**config.mk**
```make
export PLATFORM = sky130hd
export DESIGN_NAME = call_panel
export DESIGN_NICKNAME = d
export VERILOG_FILES = /design/src/rtl/call_panel.sv
export SDC_FILE = /design/constraint.sdc
export NUM_CORES = 1
export LEC_CHECK = 0
export ABC_AREA = 1
export ABC_CLOCK_PERIOD_IN_PS = 2700
export CORE_MARGIN = 1.5
export CORE_UTILIZATION = 37
export DETAILED_ROUTE_END_ITERATION = 6
export HOLD_SLACK_MARGIN = 0.06
export SLEW_MARGIN = 15
export SYNTH_ARGS = -nofsm -noshare
export SYNTH_HDL_FRONTEND = slang
export SYNTH_SLANG_ARGS = --single-unit
```
**constraint.sdc**
```tcl
create_clock -name clk -period 2.7 [get_ports clk]
set_input_delay 0.81 -clock clk [delete_from_list [all_inputs] [get_ports clk]]
set_output_delay 0.81 -clock clk [all_outputs]
set_load 0.05 [all_outputs]
```
**src/rtl/call_panel.sv**
```systemverilog
// Hall/car button front end: debounces raw switches and latches requests
// until the elevator core accepts and services them. Optional LEDs: REQ_LED_EN.
module call_panel #(
  parameter int DEBOUNCE_CLKS = 4,
  parameter int ACK_TIMEOUT = 64
) (
  input  logic        clk,
  input  logic        reset,
  input  logic [13:0] rawHall,
  input  logic [9:1]  rawCar,
  input  logic [13:0] nextFloorButton,
  input  logic [9:1]  nextInternalButton,
  output logic [13:0] floorButton,
  output logic [9:1]  internalButton,
  output logic        ackError
`ifdef REQ_LED_EN
  ,
  output logic [13:0] hallLed,
  output logic [7:1]  carLed
`endif
);

  localparam int N = 23;
  localparam int CW = (DEBOUNCE_CLKS > 1) ? $clog2(DEBOUNCE_CLKS) : 1;
  localparam int TW = $clog2(ACK_TIMEOUT);
  localparam logic [CW-1:0] CNT_MAX = CW'(DEBOUNCE_CLKS - 1);
  localparam logic [TW-1:0] TMR_MAX = TW'(ACK_TIMEOUT - 1);

  typedef enum logic [1:0] {
    IDLE,
    PENDING,
    ACKED,
    REARM
  } reqState_e;

  // Slot map: 0..13 hall bits, 14..20 car floors 1..7, 21..22 door buttons.
  logic [N-1:0] rawAll;
  logic [N-1:0] fbAll;
  logic [N-1:0] lvl;
  logic [N-1:0] lvlD;
  logic [N-1:0] press;
  logic [N-1:0] reqQ;
  logic [N-1:0] tmo;
  logic [CW-1:0] cnt [N];

  assign rawAll = {rawCar, 1'b0, rawHall[12:1], 1'b0};
  assign fbAll  = {nextInternalButton, nextFloorButton};
  assign press  = lvl & ~lvlD;

  logic unusedBits;
  assign unusedBits = ^{rawHall[0], rawHall[13],
                        fbAll[0], fbAll[13], fbAll[22:21],
                        press[0], press[13], press[22:21]};

  always_ff @(posedge clk) begin
    if (reset) begin
      lvl  <= '0;
      lvlD <= '0;
      for (int i = 0; i < N; i++) begin
        cnt[i] <= '0;
      end
    end else begin
      lvlD <= lvl;
      for (int i = 0; i < N; i++) begin
        if (rawAll[i] == lvl[i]) begin
          cnt[i] <= '0;
        end else if (cnt[i] == CNT_MAX) begin
          lvl[i] <= rawAll[i];
          cnt[i] <= '0;
        end else begin
          cnt[i] <= cnt[i] + 1'b1;
        end
      end
    end
  end

`ifdef REQ_LED_EN
  logic [2:0]  div;
  logic        blink;
  logic [20:0] ledAll;

  always_ff @(posedge clk) begin
    if (reset) begin
      div   <= '0;
      blink <= 1'b0;
    end else begin
      div <= div + 3'd1;
      if (div == 3'd7) begin
        blink <= ~blink;
      end
    end
  end

  assign hallLed = ledAll[13:0];
  assign carLed  = ledAll[20:14];
`endif

  for (genvar g = 0; g < N; g++) begin : gSlot
    if (g == 0 || g == 13) begin : gMask
      assign reqQ[g] = 1'b0;
      assign tmo[g]  = 1'b0;
`ifdef REQ_LED_EN
      assign ledAll[g] = 1'b0;
`endif
    end else if (g >= 21) begin : gDoor
      logic q;
      always_ff @(posedge clk) begin
        if (reset) begin
          q <= 1'b0;
        end else begin
          q <= lvl[g];
        end
      end
      assign reqQ[g] = q;
      assign tmo[g]  = 1'b0;
    end else begin : gReq
      reqState_e st;
      logic [TW-1:0] timer;
      logic q;
      logic expire;

      // Acceptance wins over an expiring timer in the same cycle.
      assign expire = (st == PENDING) && !fbAll[g] && (timer == TMR_MAX);

      always_ff @(posedge clk) begin
        if (reset) begin
          st    <= IDLE;
          timer <= '0;
          q     <= 1'b0;
        end else begin
          case (st)
            IDLE: begin
              if (press[g]) begin
                st    <= PENDING;
                timer <= '0;
                q     <= 1'b1;
              end
            end
            PENDING: begin
              if (fbAll[g]) begin
                st <= ACKED;
              end else if (expire) begin
                st    <= REARM;
                timer <= '0;
                q     <= 1'b0;
              end else begin
                timer <= timer + 1'b1;
              end
            end
            REARM: begin
              st    <= PENDING;
              timer <= '0;
              q     <= 1'b1;
            end
            ACKED: begin
              if (!fbAll[g]) begin
                if (press[g]) begin
                  st    <= PENDING;
                  timer <= '0;
                end else begin
                  st <= IDLE;
                  q  <= 1'b0;
                end
              end
            end
            default: begin
              st    <= IDLE;
              timer <= '0;
              q     <= 1'b0;
            end
          endcase
        end
      end

      assign reqQ[g] = q;
      assign tmo[g]  = expire;
`ifdef REQ_LED_EN
      assign ledAll[g] = (st == ACKED) ||
                         (((st == PENDING) || (st == REARM)) && blink);
`endif
    end
  end

  always_ff @(posedge clk) begin
    if (reset) begin
      ackError <= 1'b0;
    end else begin
      ackError <= |tmo;
    end
  end

  assign floorButton    = reqQ[13:0];
  assign internalButton = reqQ[22:14];

endmodule

```
==> key figures, run 1 <==
Clock tree
  • Htree depth: 1
  • CTS Buf Count: 31
  • Clk sink count: 256
  • Worst-skew pair later-pin latency: between 0.5 and 0.6 ns
  • Clock transition at path regs: roughly 0.060 ns
  • Post-CTS Setup Bufs: 0
  • Clk Tree Root Cell: clkbuf_16
  • TritonCTS clock tree: done
  • Max Root-Sink Buffers: 3
  • Post-CTS Hold Buffers: 0
  • Post-CTS resize count: 0

Synthesis
  • Register bit count reported by yosys: 256
  • Cell Area, Synth: ~0.014 mm²
  • Commonest cells in the synthesized netlist: 297 x nand2_1, 266 x inv_1, 262 x nor2_1
  • Synth unique cells: 48
  • Post-synthesis sequential area ratio: 0.398
  • Synth Flop Type: dfxtp_1
  • Top cell type's share of synthesized area: 0.308
  • Top post-synthesis cells by area: dfxtp_1 31%, ha_1 12%, edfxtp_1 9.1%
  • Asr flop ratio synth: 0
  • Most frequent cell after synthesis: nand2_1
  • Synth area leader: dfxtp_1
  • Syn avg cell area: around 7.7 µm²
  • Cells after synthesis: between 1500 and 2000
  • EDFF count, synth: 42
  • Syn. warnings: 0

GRT
  • Global route hottest layer: met2
  • Initial antenna violation count: 1
  • First-pass GRT wire length: ~46000 µm
  • Met3 GRT Util: 0.0309
  • Grt total ovfl: 0
  • All-Layer GR Usage: 0.139
  • Largest net degree at the start of global routing: 65
  • Vias in the first global route: approximately 11000
  • Met1 Use GR: 0.178
  • Routing usage on met2: 0.235

Floorplan
  • Die X: 197 µm
  • Core area: around 0.037 mm²
  • Starting Density: 0.378
  • Ports: 72
  • Site row count: 70
  • Die ar.: between 0.03 and 0.04 mm²
  • Chip height: around 200 µm

STA
  • Unrepaired setup endpoints after global routing: false
  • Setup TNS Final: 0 ns
  • Fmax: between 0.3 and 0.4 GHz
  • Slew Viols, Final: 0
  • Min Hold Slack: between 0.4 and 0.5 ns
  • Tcrit/Tclk final: 0.960
  • Layout Skew: roughly 0.014 ns
  • Setup-failing EPs final: 0
  • Endpoints failing hold: 0
  • Measured slew at the worst slew-check pin: approximately 0.56 ns
  • Tmin final: about 2.6 ns
  • Relative slew slack: 0.624

Finish
  • Diodes inserted: 0
  • Area delta synth->final: 16.3%
  • Final instance area: around 0.016 mm²
  • Proportion of layout cells with a drive suffix above 1: 0.0659
  • Nets@finish: between 2000 and 2500

Drt
  • First-pass DRT Iterations: 4
  • Vias per std cell: around 4.6
  • Final wirelength: around 26000 µm
  • DRC: 0
  • First-iteration detailed-routing DRC count: ~350
  • Number of routed nets with antenna violations: 0
  • Via count: 11200
  • Wire per inst: about 11 µm

Critical path
  • CP max stage cell: clkdlybuf4s50_1
  • CP bufs+invs: 1
  • Critical path type: flip-flop to primary output
  • Worst Path Max Fanout: 2
  • Crit-path max cell delay: approximately 0.84 ns
  • Crit start category: flip-flop
  • Req. time, crit path: 1.89 ns
  • Critical path endpoint category: primary output
  • Crit-path leading delay family: buffers and inverters
  • Worst-path cell chain: clkdlybuf4s50_1
  • Critical Path AT: 1.78 ns

Placed design
  • Final HPWL DP: 18800 µm
  • Placed instance area: ~0.015 mm²
  • PortBufs: 63
  • Routability Congestion: 0.808

Power and ir drop
  • Total power: between 10000 and 15000 µW
  • LEAKAGE: around 0.007 µW
  • Worst VDD drop: about 0.77 mV
  • Pwr Density: between 800 and 900 mW/mm²

Hold path
  • Hold WC Path Type: flip-flop to flip-flop

Flow run
  • Maxcap violations: 0

Outcome
  • Outcome: finished clean
[power by group]
group | internal (µW) | switching (µW) | total, µW
Clock | 2610 | 1620 | 4240
Sequential | 4470 | 476 | 4950
Combinational | 1880 | 3380 | 5260
[state kept, by name, summed over array words and instances, names as in the netlist]
| signal | cells |
|---|---|
| gSlot.gReq.timer | 114 |
| cnt | 42 |
| gSlot.gReq.st | 38 |
| lvl | 21 |
| gSlot.gReq.q | 19 |
| lvlD | 19 |
| gSlot.gDoor.q | 2 |
| ackError | 1 |
[logic make-up after synthesis]
logic type | Yosys count | synth area share
AOI/OAI and AO/OA | 309 | 0.125
DFF | 256 | 0.398
and+or+nand+nor | 757 | 0.235
xor gates and xnor gates | 48 | 0.0302
other | 2 | 0.000539
adders and majority gates | 131 | 0.118
buffers and inverters | 316 | 0.0932
[area by class of cell]
cell class,instances,area (µm²)
well taps,504,631
flip-flops and latches,256,5550
clock inverters,12,140
repair buffers,68,703
inverters,273,1030
fillers,3677,20700
multi-input cells,1289,7240
clock buffers,45,911
[metrics by stage]
step | util | setup slack, ns | instances
3_3_place_gp | 0.411 | 0.419 | 2390
5_1_grt | 0.439 | 0.0595 | 2447
2_1_floorplan | - | 1.12 | 1861
4_1_cts | 0.439 | 0.0735 | 2447
6_report | 0.439 | 0.109 | 2447
3_5_place_dp | 0.411 | 0.393 | 2390
[path summary, 6_finish.rpt]
check                                                        from                                    to  slack (ns)  cells past startpoint
worst max-delay path                gSlot[14].gReq.q$_SDFFE_PP0P_                     internalButton[1]        0.11                      1
worst max register to register  gSlot[11].gReq.st[1]$_SDFFE_PP0P_  gSlot[11].gReq.timer[3]$_SDFFE_PP0P_        1.03                      7
worst min-delay path                         lvl[21]$_SDFFE_PP0N_          gSlot[21].gDoor.q$_SDFF_PP0_        0.46                      2
worst min register to register               lvl[21]$_SDFFE_PP0N_          gSlot[21].gDoor.q$_SDFF_PP0_        0.46                      2
[routing by layer]
metal,up-vias,wire length [µm]
met5,-,11
met4,2,680
met3,48,1070
met2,122,11700
met1,4970,12900
li1,6017,-
[layout by cell type, fill, tap and decap left out, types with 9 or more instances in the layout]
cell / synthesis / routed
inv_1: 266 / 266
o211ai_1: 20 / 20
edfxtp_1: 42 / 42
conb_1: 2 / 44
xnor2_1: 9 / 9
nor3_1: 35 / 35
dfxtp_1: 214 / 214
nor2_1: 262 / 262
ha_1: 131 / 131
o21ai_0: 90 / 90
nand3_1: 89 / 89
nand4_1: 10 / 10
o21ai_2: 19 / 19
nand2_2: 21 / 21
clkbuf_16: 0 / 33
o22ai_1: 9 / 9
a21oi_1: 142 / 142
nand2_1: 297 / 297
xor2_1: 39 / 39
clkdlybuf4s50_1: 0 / 62
No activity file was read; power rests on OpenSTA's default activity.
==> run 2, diff against run 1 <==
==> constraint.sdc (replaced) <==
create_clock -name clk -period 2.7 [get_ports clk]
set_input_delay 0.27 -clock clk [delete_from_list [all_inputs] [get_ports clk]]
set_output_delay 0.27 -clock clk [all_outputs]
set_load 0.05 [all_outputs]
==> run 2 against run 1 <==
Net effect: via count shrank 0.41%; sequential cell count is the same; wire length is 0.18% lower; maximum frequency grew 28%; count of clock-buffer cells in the layout is 1 lower; clock power decreased by 2%; final cell count did not move; sequential share of layout area up 0.066 points; combinational power about the same; design area down 0.19%; largest cell class unchanged; largest power group unchanged; highest routed layer unchanged.
==> key figures, run 2 (same netlist as run 1, synthesis figures left out) <==
Outcome
  • Outcome: finished clean

Clock tree
  • Htree depth: 1
  • Post-CTS Setup Bufs: 0
  • TritonCTS clock tree: done
  • CTS Buf Count: 31
  • Post-CTS Hold Buffers: 0
  • Max Root-Sink Buffers: 3
  • Clk Tree Root Cell: clkbuf_16
  • Clk sink count: approximately 260
  • Clock transition at path regs: roughly 0.060 ns
  • Worst-skew pair later-pin latency: between 0.5 and 0.6 ns
  • Post-CTS resize count: 0

GRT
  • Largest net degree at the start of global routing: 67
  • Grt total ovfl: 0
  • Vias in the first global route: 10300
  • All-Layer GR Usage: 0.137
  • Initial antenna violation count: 1
  • First-pass GRT wire length: roughly 46000 µm

Finish
  • Layout Cells excl Fill: ~2400
  • Register with the most flip-flops: gSlot.gReq.timer
  • Largest regs: gSlot.gReq.timer: 114 flops, cnt: 42 flops, gSlot.gReq.st: 38 flops
  • Most frequent cells in the layout: 297 x nand2_1, 266 x inv_1, 262 x nor2_1, 214 x dfxtp_1, 142 x a21oi_1
  • Nets@finish: between 2000 and 2500
  • Most common cell after layout, fill and taps aside: nand2_1
  • Area delta synth->final: 16.1%
  • Final instance area: 0.0162 mm²
  • Max reg flops: between 100 and 150
  • Proportion of layout cells with a drive suffix above 1: 0.0644

Power and ir drop
  • Combinational Power Share: 0.365
  • Flop pwr share: 0.345
  • Total power: 14400 µW
  • Net Sw Frac: 0.380
  • Worst VDD drop: around 0.47 mV
  • Clock Power Share: 0.290
  • Internal Power: roughly 9000 µW
  • Psw: ~5500 µW
  • Pwr Density: around 890 mW/mm²
  • LEAKAGE: roughly 0.0069 µW

Placed design
  • Placed instance area: 0.0151 mm²
  • Routability Congestion: just over 0.8
  • PortBufs: 63
  • Final HPWL DP: roughly 19000 µm
  • Dpl cells: 2388

Critical path
  • Critical Path AT: about 1.8 ns
  • CP max stage cell: clkdlybuf4s50_1
  • Worst Path Max Fanout: 2
  • Worst-path cell chain: clkdlybuf4s50_1
  • CP Depth: 1
  • Register-to-Register Path Depth: 9
  • Crit-path leading delay family: buffers and inverters
  • Critical path type: flip-flop to primary output
  • Req. time, crit path: approximately 2.4 ns
  • Crit start category: flip-flop
  • CP bufs+invs: 1
  • Critical path endpoint category: primary output
  • Crit-path max cell delay: 0.85 ns

STA
  • Tmin final: 2.03 ns
  • Measured slew at the worst slew-check pin: 0.549 ns
  • Min Hold Slack: ~0.18 ns
  • Setup TNS Final: 0 ns
  • Unrepaired setup endpoints after global routing: false
  • Setup-failing EPs final: 0
  • Relative slew slack: 0.633
  • Slew Viols, Final: 0
  • Endpoints failing hold: 0
  • Tcrit/Tclk final: 0.752
  • Fmax: about 0.49 GHz
  • Layout Skew: a little over 0.009 ns

Drt
  • Via count: around 11000
  • DRC: 0
  • First-pass DRT Iterations: 4
  • First-iteration detailed-routing DRC count: 449
  • Wire per inst: roughly 11 µm
  • Number of routed nets with antenna violations: 0
  • Final wirelength: ~26000 µm
  • Vias per std cell: 4.54

Hold path
  • Min-Delay Path Depth: 4
  • Hold WC Path Type: input port to flip-flop

Floorplan
  • Die ar.: roughly 0.039 mm²
  • Die X: ~200 µm
  • Ports: roughly 70
  • Chip height: slightly below 200 µm
  • Starting Density: 0.378
  • Site row count: 70
  • Core area: 0.0369 mm²

Flow run
  • Maxcap violations: 0
[run 2: changes by cell type in the layout (fill, tap and decap cells not counted)]
cell / change
clkbuf_16: -1
buf_4: -2
diode_2: +2
clkinv_1: +1
[run 2: area by class of cell]
type / instances / area (µm²)
Timing Repair Buffer: 66 / 688
Antenna cell: 2 / 5.00
Multi-Input combinational cell: 1289 / 7240
Tap cell: 504 / 631
Fill cell: 3657 / 20700
Sequential cell: 256 / 5550
Inverter: 273 / 1030
Clock buffer: 44 / 886
Clock inverter: 13 / 144
[run 2: per-layer routing]
metal / up-vias / share of wire / global-route usage / wire (µm)
met5: - / 0.00042 / 0 / 11
met3: 44 / 0.041 / 0.0268 / 1070
met4: 2 / 0.017 / 0.0339 / 460
li1: 6025 / - / - / -
met2: 118 / 0.45 / 0.232 / 11700
met1: 4924 / 0.50 / 0.179 / 13100
[run 2: worst paths after layout]
path              slack [ns]                                   to                              from
setup reg to reg        0.99  gSlot[4].gReq.timer[2]$_SDFFE_PP0P_  gSlot[4].gReq.st[1]$_SDFFE_PP0P_
hold / removal          0.18    gSlot[17].gReq.st[1]$_SDFFE_PP0P_                             reset
hold reg to reg         0.45         gSlot[21].gDoor.q$_SDFF_PP0_              lvl[21]$_SDFFE_PP0N_
setup / recovery        0.67                    internalButton[1]     gSlot[14].gReq.q$_SDFFE_PP0P_
[run 2: power groups by stage]
stage          sequential [µW]  clock (µW)  combinational, µW
6_report                  4950        4160               5250
5_1_grt                   5050        4470               6080
4_1_cts                   4960        4320               5290
3_5_place_dp              5040           0               5250
3_3_place_gp              5020           0               5180
2_1_floorplan             4910           0               4340
[run 2: per-stage QoR]
step                      utilization  setup WS, ns
final                           0.439         0.669
after global routing            0.438         0.615
after CTS                       0.438         0.635
after detailed placement        0.411         0.938
after global placement          0.411         0.921
after floorplan                     -          1.26
